===== src/rtl/fp_ext_pipe.sv =====
// Operand-extension stage: unpacks half/single/double into {sign, exp[11:0] bias 2047, frac[51:0]}.
// Two-entry valid/ready pipeline that also produces FCLASS, the NaN-box check and the illegal-format flag.
module fp_ext_pipe #(
  parameter int unsigned TAG_W      = 4,
  parameter bit          NANBOX_CHK = 1'b1
) (
  input  logic             clock,
  input  logic             reset,
  input  logic             fp_ext_pipe_i_valid,
  output logic             fp_ext_pipe_o_ready,
  input  logic [63:0]      fp_ext_pipe_i_data,
  input  logic [1:0]       fp_ext_pipe_i_fmt,
  input  logic [TAG_W-1:0] fp_ext_pipe_i_tag,
  output logic             fp_ext_pipe_o_valid,
  input  logic             fp_ext_pipe_i_ready,
  output logic [64:0]      fp_ext_pipe_o_result,
  output logic [9:0]       fp_ext_pipe_o_classification,
  output logic             fp_ext_pipe_o_illegal,
  output logic [TAG_W-1:0] fp_ext_pipe_o_tag
);

  localparam logic [1:0] FMT_S = 2'd0;
  localparam logic [1:0] FMT_D = 2'd1;
  localparam logic [1:0] FMT_H = 2'd2;
  localparam logic [1:0] FMT_X = 2'd3;

  function automatic logic [5:0] lzc52(input logic [51:0] f);
    logic [5:0] n;
    n = '0;
    for (int unsigned i = 0; i < 52; i++) begin
      if (f[i]) n = 6'(51 - i);
    end
    return n;
  endfunction

  // Input decode, registered into S1
  logic        w_sign;
  logic [10:0] w_expf;
  logic [51:0] w_frac;
  logic        w_box_ok;
  logic [5:0]  w_lzc;

  always_comb begin
    w_sign   = 1'b0;
    w_expf   = '0;
    w_frac   = '0;
    w_box_ok = 1'b1;
    case (fp_ext_pipe_i_fmt)
      FMT_S: begin
        w_sign   = fp_ext_pipe_i_data[31];
        w_expf   = {3'b000, fp_ext_pipe_i_data[30:23]};
        w_frac   = {fp_ext_pipe_i_data[22:0], 29'b0};
        w_box_ok = (&fp_ext_pipe_i_data[63:32]) || !NANBOX_CHK;
      end
      FMT_D: begin
        w_sign = fp_ext_pipe_i_data[63];
        w_expf = fp_ext_pipe_i_data[62:52];
        w_frac = fp_ext_pipe_i_data[51:0];
      end
      FMT_H: begin
        w_sign   = fp_ext_pipe_i_data[15];
        w_expf   = {6'b000000, fp_ext_pipe_i_data[14:10]};
        w_frac   = {fp_ext_pipe_i_data[9:0], 42'b0};
        w_box_ok = (&fp_ext_pipe_i_data[63:16]) || !NANBOX_CHK;
      end
      default: ;
    endcase
    w_lzc = lzc52(w_frac);
  end

  logic             r_s1_valid;
  logic             r_s1_sign;
  logic [10:0]      r_s1_expf;
  logic [51:0]      r_s1_frac;
  logic [1:0]       r_s1_fmt;
  logic [TAG_W-1:0] r_s1_tag;
  logic             r_s1_box_ok;
  logic [5:0]       r_s1_lzc;

  logic             r_s2_valid;
  logic [64:0]      r_s2_result;
  logic [9:0]       r_s2_cls;
  logic             r_s2_ill;
  logic [TAG_W-1:0] r_s2_tag;

  logic w_s2_load;
  logic w_s1_adv;
  logic w_in_xfer;

  assign w_s2_load           = !r_s2_valid || fp_ext_pipe_i_ready;
  assign w_s1_adv            = r_s1_valid && w_s2_load;
  assign fp_ext_pipe_o_ready = !r_s1_valid || w_s2_load;
  assign w_in_xfer           = fp_ext_pipe_i_valid && fp_ext_pipe_o_ready;

  // S2 combinational: normalise and classify from S1
  logic [11:0] w_offset;
  logic [10:0] w_exp_max;
  logic        w_exp_zero;
  logic        w_exp_ones;
  logic        w_frac_zero;
  logic [51:0] w_sub_frac;
  logic [64:0] w_res;
  logic [9:0]  w_cls;
  logic        w_ill;

  always_comb begin
    w_offset  = 12'h780;
    w_exp_max = 11'h0FF;
    case (r_s1_fmt)
      FMT_D: begin
        w_offset  = 12'h400;
        w_exp_max = 11'h7FF;
      end
      FMT_H: begin
        w_offset  = 12'h7F0;
        w_exp_max = 11'h01F;
      end
      default: ;
    endcase
    w_exp_zero  = (r_s1_expf == 11'h000);
    w_exp_ones  = (r_s1_expf == w_exp_max);
    w_frac_zero = (r_s1_frac == 52'h0);
    // Shifting by lzc+1 pushes the leading one out, leaving it implicit
    w_sub_frac  = r_s1_frac << (7'(r_s1_lzc) + 7'd1);

    w_res = '0;
    w_cls = '0;
    w_ill = 1'b0;
    if (r_s1_fmt == FMT_X) begin
      w_ill = 1'b1;
    end else if (!r_s1_box_ok) begin
      w_res = {1'b0, 12'hFFF, 1'b1, 51'b0};
      w_cls = 10'h200;
    end else if (w_exp_ones) begin
      w_res = {r_s1_sign, 12'hFFF, r_s1_frac};
      if (w_frac_zero) w_cls = r_s1_sign ? 10'h001 : 10'h080;
      else             w_cls = r_s1_frac[51] ? 10'h200 : 10'h100;
    end else if (w_exp_zero) begin
      if (w_frac_zero) begin
        w_res = {r_s1_sign, 64'b0};
        w_cls = r_s1_sign ? 10'h008 : 10'h010;
      end else begin
        w_res = {r_s1_sign, w_offset - {6'b000000, r_s1_lzc}, w_sub_frac};
        w_cls = r_s1_sign ? 10'h004 : 10'h020;
      end
    end else begin
      w_res = {r_s1_sign, w_offset + {1'b0, r_s1_expf}, r_s1_frac};
      w_cls = r_s1_sign ? 10'h002 : 10'h040;
    end
  end

  always_ff @(posedge clock or negedge reset) begin
    if (!reset) begin
      r_s1_valid  <= 1'b0;
      r_s1_sign   <= 1'b0;
      r_s1_expf   <= '0;
      r_s1_frac   <= '0;
      r_s1_fmt    <= '0;
      r_s1_tag    <= '0;
      r_s1_box_ok <= 1'b0;
      r_s1_lzc    <= '0;
    end else begin
      if (fp_ext_pipe_o_ready) r_s1_valid <= fp_ext_pipe_i_valid;
      if (w_in_xfer) begin
        r_s1_sign   <= w_sign;
        r_s1_expf   <= w_expf;
        r_s1_frac   <= w_frac;
        r_s1_fmt    <= fp_ext_pipe_i_fmt;
        r_s1_tag    <= fp_ext_pipe_i_tag;
        r_s1_box_ok <= w_box_ok;
        r_s1_lzc    <= w_lzc;
      end
    end
  end

  always_ff @(posedge clock or negedge reset) begin
    if (!reset) begin
      r_s2_valid  <= 1'b0;
      r_s2_result <= '0;
      r_s2_cls    <= '0;
      r_s2_ill    <= 1'b0;
      r_s2_tag    <= '0;
    end else begin
      if (w_s2_load) r_s2_valid <= r_s1_valid;
      if (w_s1_adv) begin
        r_s2_result <= w_res;
        r_s2_cls    <= w_cls;
        r_s2_ill    <= w_ill;
        r_s2_tag    <= r_s1_tag;
      end
    end
  end

  assign fp_ext_pipe_o_valid          = r_s2_valid;
  assign fp_ext_pipe_o_result         = r_s2_result;
  assign fp_ext_pipe_o_classification = r_s2_cls;
  assign fp_ext_pipe_o_illegal        = r_s2_ill;
  assign fp_ext_pipe_o_tag            = r_s2_tag;

endmodule


===== config.mk =====
export PLATFORM = sky130hd
export DESIGN_NAME = fp_ext_pipe
export DESIGN_NICKNAME = d
export VERILOG_FILES = /design/src/rtl/fp_ext_pipe.sv
export SDC_FILE = /design/constraint.sdc
export NUM_CORES = 1
export LEC_CHECK = 0
export CAP_MARGIN = 20
export CORE_ASPECT_RATIO = 0.5
export CORE_MARGIN = 8
export CORE_UTILIZATION = 45
export DETAILED_ROUTE_END_ITERATION = 6
export PLACE_DENSITY = 0.67
export SYNTH_ARGS = -nofsm -noshare
export SYNTH_HDL_FRONTEND = slang
export SYNTH_SLANG_ARGS = --single-unit
export TNS_END_PERCENT = 5

===== constraint.sdc =====
create_clock -name clock -period 4.1 [get_ports clock]
set_input_delay 0.82 -clock clock [delete_from_list [all_inputs] [get_ports clock]]
set_output_delay 0.82 -clock clock [all_outputs]
set_load 0.01 [all_outputs]

# == Word-level counts from Yosys, hierarchy flattened ==
# Cells that the tools add are included.
# word_totals
in_bits,74
word_cells,109
reg_bits,159
output_inout_bits,82
# classes
n_eq_ne,6
n_shift,1
reduce_logical,11
muxes,75
add_sub_neg,3
# op_table
operator,count
$mux 6,54
$mux 64,3
$pmux 52 s3,1
$mux 65,2
$mux 10,6
$logic_not 52->1,1
$shl 52x7->52,1
$reduce_and 48->1,1
$pmux 11 s3,1
$reduce_and 32->1,1
$pmux 11 s2,1
$pmux 10 s2,1
$add 12x11->12,1
$sub 12x6->12,1
$eq 11x11->1,1
$logic_not 11->1,1
$mux 8,1
$add 6x1->7 const B,1
$mux 7,1
$eq 2x2->1 const B,3
$mux 5,1
$eq 2x1->1 const B,2
$pmux 1 s3,1
$logic_and 1x1->1,2
5 further kinds,7

# == Logic depth before layout (Yosys ltp) ==
# depth
depth_word,54
depth_mapped,15
ltp_nobuf,11

# == Worst setup path before layout ==
# No wires, ideal clock.
# synth_path
kind,register to register
start,register r_s1_lzc[0]
end,register r_s2_result[47] (netlist: fp_ext_pipe_o_result[47])
setup_slack_ns,1.030
t_arrival_ns,2.936
path_buffers,6
path_stages_with_launch,13
period_less_slack_ns,3.070
path_cell_list,dfrtp_1 -> buf_6 -> buf_12 -> buf_12 -> buf_2 -> inv_1 -> ha_1 -> buf_6 -> clkbuf_1 -> mux4_2 -> mux4_2 -> a222oi_1 -> a21oi_1
# synth_between
elab_chain_len,7
# synth_rtl
item,line_no,text
start: declaration,78,logic [5:0] r_s1_lzc;
start signal: assignment,171,r_s1_lzc <= w_lzc;
$add 6x1->7,124,w_sub_frac = r_s1_frac << (7'(r_s1_lzc) + 7'd1);
$shl 52x7->52,124,
$mux 64,139,if (w_frac_zero) begin
$mux 64,138,end else if (w_exp_zero) begin
$mux 64,134,end else if (w_exp_ones) begin
$mux 65,131,end else if (!r_s1_box_ok) begin
$mux 65,129,if (r_s1_fmt == FMT_X) begin
end signal: assignment,186,r_s2_result <= w_res;
end: declaration,81,logic [64:0] r_s2_result;
# No other way between the ends.
# A chain may end at the register's enable or synchronous reset.

# == Final worst setup path ==
# layout_path
start,register r_s1_lzc[0]
end,register r_s2_result[48] (netlist: fp_ext_pipe_o_result[48])
# The elaborated chain is that of the path after synthesis.

==> results.toml <==
[power]
p_per_area_nw_per_um2 = 441
irDropWorstVdd_uv = 301
pwr-share-seq_pct = 34.2
p_int_uw = 3760
switchingPower_uw = 2420
power.static_leakage_uw = 0.00574
clock_power_share_pct = 26.2
p_comb_share_pct = 39.6
switching_share_pct = 39.2

[floorplanning]
fp-row-count = 41
initial_core_util_pct = 45.9
number_of_top_level_pins = 156
chipHeight_um = 129
core_area_um2 = 25200
die_area_um2 = 31500
floorplan.die.width_um = 243

[logic_synthesis]
yosys-top-cells-count = "sky130_fd_sc_hd__nand2_1, sky130_fd_sc_hd__dfrtp_1, sky130_fd_sc_hd__o21ai_0"
synth-edff-count = 0
synth_fp_nets = 1329
yosys_register_bits = 159
avgSynthCellArea_um2 = 9.33
syn_area_um2 = 11600
yosysWarningCount = 0
synthDominantCellAreaShare_pct = 34.3
synth.area.top_cells = "sky130_fd_sc_hd__dfrtp_1, sky130_fd_sc_hd__mux4_2, sky130_fd_sc_hd__nand2_1"
yosys_most_used_dff = "sky130_fd_sc_hd__dfrtp_1"
synth-seq-area-share_pct = 34.3
synth_cells = 1243
synth_async_sr_flop_share_pct = 100
synthMostInstantiatedCell = "sky130_fd_sc_hd__nand2_1"
synth_top_cell_by_area = "sky130_fd_sc_hd__dfrtp_1"
synth_cell_types = 76

[routing]
pre_repair_dr_iteration_count = 6
route.detailed.vias_per_inst = 6.72
drt-wirelength-per-cell_um = 28.0
totalWireLength_um = 48000
detail-route-antenna-nets = 0
dr_total_vias = 11500
drt-initial-drc-count = 1637
drt_drc_violations_left = 0

[layout]
num_antenna_cells = 0
final_core_utilization_pct = 55.5
finish.net_count = 1442
filler_cells_inserted = 2271
footprint_of_the_flip_flops_and_latches_um2 = 3980
layout-drive-gt1-share_pct = 11.6
area_growth_syn_to_layout_pct = 20.9
combined_area_of_the_multi_input_logic_cells_um2 = 7090
post-route-cell-area_um2 = 14000

[clock_network]
clk_transition_reported_paths_ps = 70
clock_sinks = 159
ctsLongestPathBuffers = 2
worstSkewPairLatency_ps = 450
post_cts_resize_count = 0
cts-htree-levels = 4
cts_buffers = 17
tritoncts = "done"
post_cts.repair.setup_buffers = 0
post_cts_hold_buffer_count = 0
clk_root_buffer_cell = "sky130_fd_sc_hd__clkbuf_16"

[timing]
period_minus_slack_ps = 3550
clock.fmax_mhz = 282
drv_slew = 0
maxSlewHeadroom_pct = 26.6
max_clock_skew_ps = 12.1
setup_violations_final = 0
post-route-period-util_pct = 86.6
timing_hold_violations_final = 0
fin_hold_ws_ps = 365
setup_repair_after_global_routing_missed_its_margin = "no"
fin_setup_tns_ps = 0
max_slew.worst_pin.slew_ps = 1100

[worst_setup_path]
critical_path_required_ps = 4430
timing.setup.critical_path_class = "reg2reg"
timing.critical_path.arrival_ps = 3880
startpoint_class_of_the_critical_path = "flop"
crit_path_max_fanout = 22
setup.worst_path.end_class = "flop"

[grt]
grt_usage_pct = 29.8
overflow = 0
first_global_vias = 11100
pin_count_of_the_biggest_net_entering_global_routing = 82
grt_antenna_before_repair = 0
grt_pass1_wl_um = 71500

[placed_design]
place_area_um2 = 13400
hpwl_um = 36400
port_buffers = 155
place_congestion = 1.04

[outcome]
outcome = "finished, final reports clean"

[min_path]
holdCritPathClass = "in2async"

[job]
drv_cap = 0
[metrics by stage]
stage          power, µW  instances  setup slack, ps
2_1_floorplan       3550       1243             1030
3_3_place_gp        4500       1680              628
3_5_place_dp        4530       1681              660
4_1_cts             6150       1713              641
5_1_grt             6440       1713              459
6_report            6180       1713              548
[power by group through the flow]
stage          combinational, µW  clock, µW  sequential (µW)
2_1_floorplan               1540          0             2010
3_3_place_gp                2390          0             2110
3_5_place_dp                2410          0             2120
4_1_cts                     2420       1640             2090
5_1_grt                     2610       1700             2130
6_report                    2450       1620             2110
[layer usage]
metal,share of wire (%),vias to the layer above,track usage [%]
met5,0,-,0
met2,42,816,42.5
li1,-,4960,-
met4,3.2,0,10.4
met3,12,115,10.3
met1,43,5618,41.5
[cell families (layout without fill, tap and decap cells)]
logic type	Yosys count	count (layout)	share of synthesized area [%]
simple gates	426	426	16.9
xor+xnor	14	14	1.28
compound gates	355	355	20.8
mux	155	155	20.2
buf+inv	122	248	5.14
flops	159	159	34.3
fa+ha+maj	12	12	1.36
[cells in the final DEF (no fill, tap or decap), types with 10 or more instances in the layout]
master / n
sky130_fd_sc_hd__a211oi_1: 20
sky130_fd_sc_hd__a21oi_1: 41
sky130_fd_sc_hd__a22oi_1: 38
sky130_fd_sc_hd__a32oi_1: 16
sky130_fd_sc_hd__buf_4: 36
sky130_fd_sc_hd__clkbuf_16: 17
sky130_fd_sc_hd__clkdlybuf4s50_1: 153
sky130_fd_sc_hd__dfrtp_1: 158
sky130_fd_sc_hd__ha_1: 10
sky130_fd_sc_hd__inv_1: 23
sky130_fd_sc_hd__mux2_2: 34
sky130_fd_sc_hd__mux2i_1: 66
sky130_fd_sc_hd__mux4_1: 18
sky130_fd_sc_hd__mux4_2: 35
sky130_fd_sc_hd__nand2_1: 203
sky130_fd_sc_hd__nand3_1: 17
sky130_fd_sc_hd__nand4_1: 19
sky130_fd_sc_hd__nor2_1: 81
sky130_fd_sc_hd__nor3_1: 21
sky130_fd_sc_hd__nor4_1: 27
sky130_fd_sc_hd__o21ai_0: 95
sky130_fd_sc_hd__o21ai_1: 19
sky130_fd_sc_hd__o31ai_1: 25
[state kept, by name, summed over array words and instances, names as in the netlist]
name,flops
fp_ext_pipe_o_result,65
r_s1_frac,52
r_s1_expf,11
fp_ext_pipe_o_classification,10
r_s1_lzc,6
fp_ext_pipe_o_tag,4
r_s1_tag,4
r_s1_fmt,2
fp_ext_pipe_o_illegal,1
fp_ext_pipe_o_valid,1
r_s1_box_ok,1
r_s1_sign,1
r_s1_valid,1
[critical path: stages (launching register included)]
cell                      delay [ps]
sky130_fd_sc_hd__dfrtp_2         660
sky130_fd_sc_hd__ha_1            460
sky130_fd_sc_hd__xor2_4          700
sky130_fd_sc_hd__buf_4           320
sky130_fd_sc_hd__mux2i_1         310
sky130_fd_sc_hd__mux2i_1         180
sky130_fd_sc_hd__a22oi_1         490
sky130_fd_sc_hd__and2_1          200
sky130_fd_sc_hd__o31ai_1          80
[worst paths after layout]
path                       slack (ps)  cells after the start                                start                                   end
min reg2reg                       480                      2  fp_ext_pipe_o_result[3]$_DFFE_PN0P_   fp_ext_pipe_o_result[3]$_DFFE_PN0P_
max                               550                      8              r_s1_lzc[0]$_DFFE_PN0P_  fp_ext_pipe_o_result[48]$_DFFE_PN0P_
max reg2reg                       550                      8              r_s1_lzc[0]$_DFFE_PN0P_  fp_ext_pipe_o_result[48]$_DFFE_PN0P_
min in group clock                480                      2  fp_ext_pipe_o_result[3]$_DFFE_PN0P_   fp_ext_pipe_o_result[3]$_DFFE_PN0P_
min                               370                      1                                reset               r_s1_tag[1]$_DFFE_PN0P_
max in group asynchronous        2810                      2                                reset  fp_ext_pipe_o_result[45]$_DFFE_PN0P_
[area by class of cell]
type / instances / share of cell area, %
Inverter: 23 / 0.616
Timing Repair Buffer: 193 / 13.2
Tap cell: 344 / 3.07
Multi-Input combinational cell: 962 / 50.6
Sequential cell: 159 / 28.4
Clock inverter: 14 / 1.05
Clock buffer: 18 / 3.13
Power figures use the tool's default switching activity.
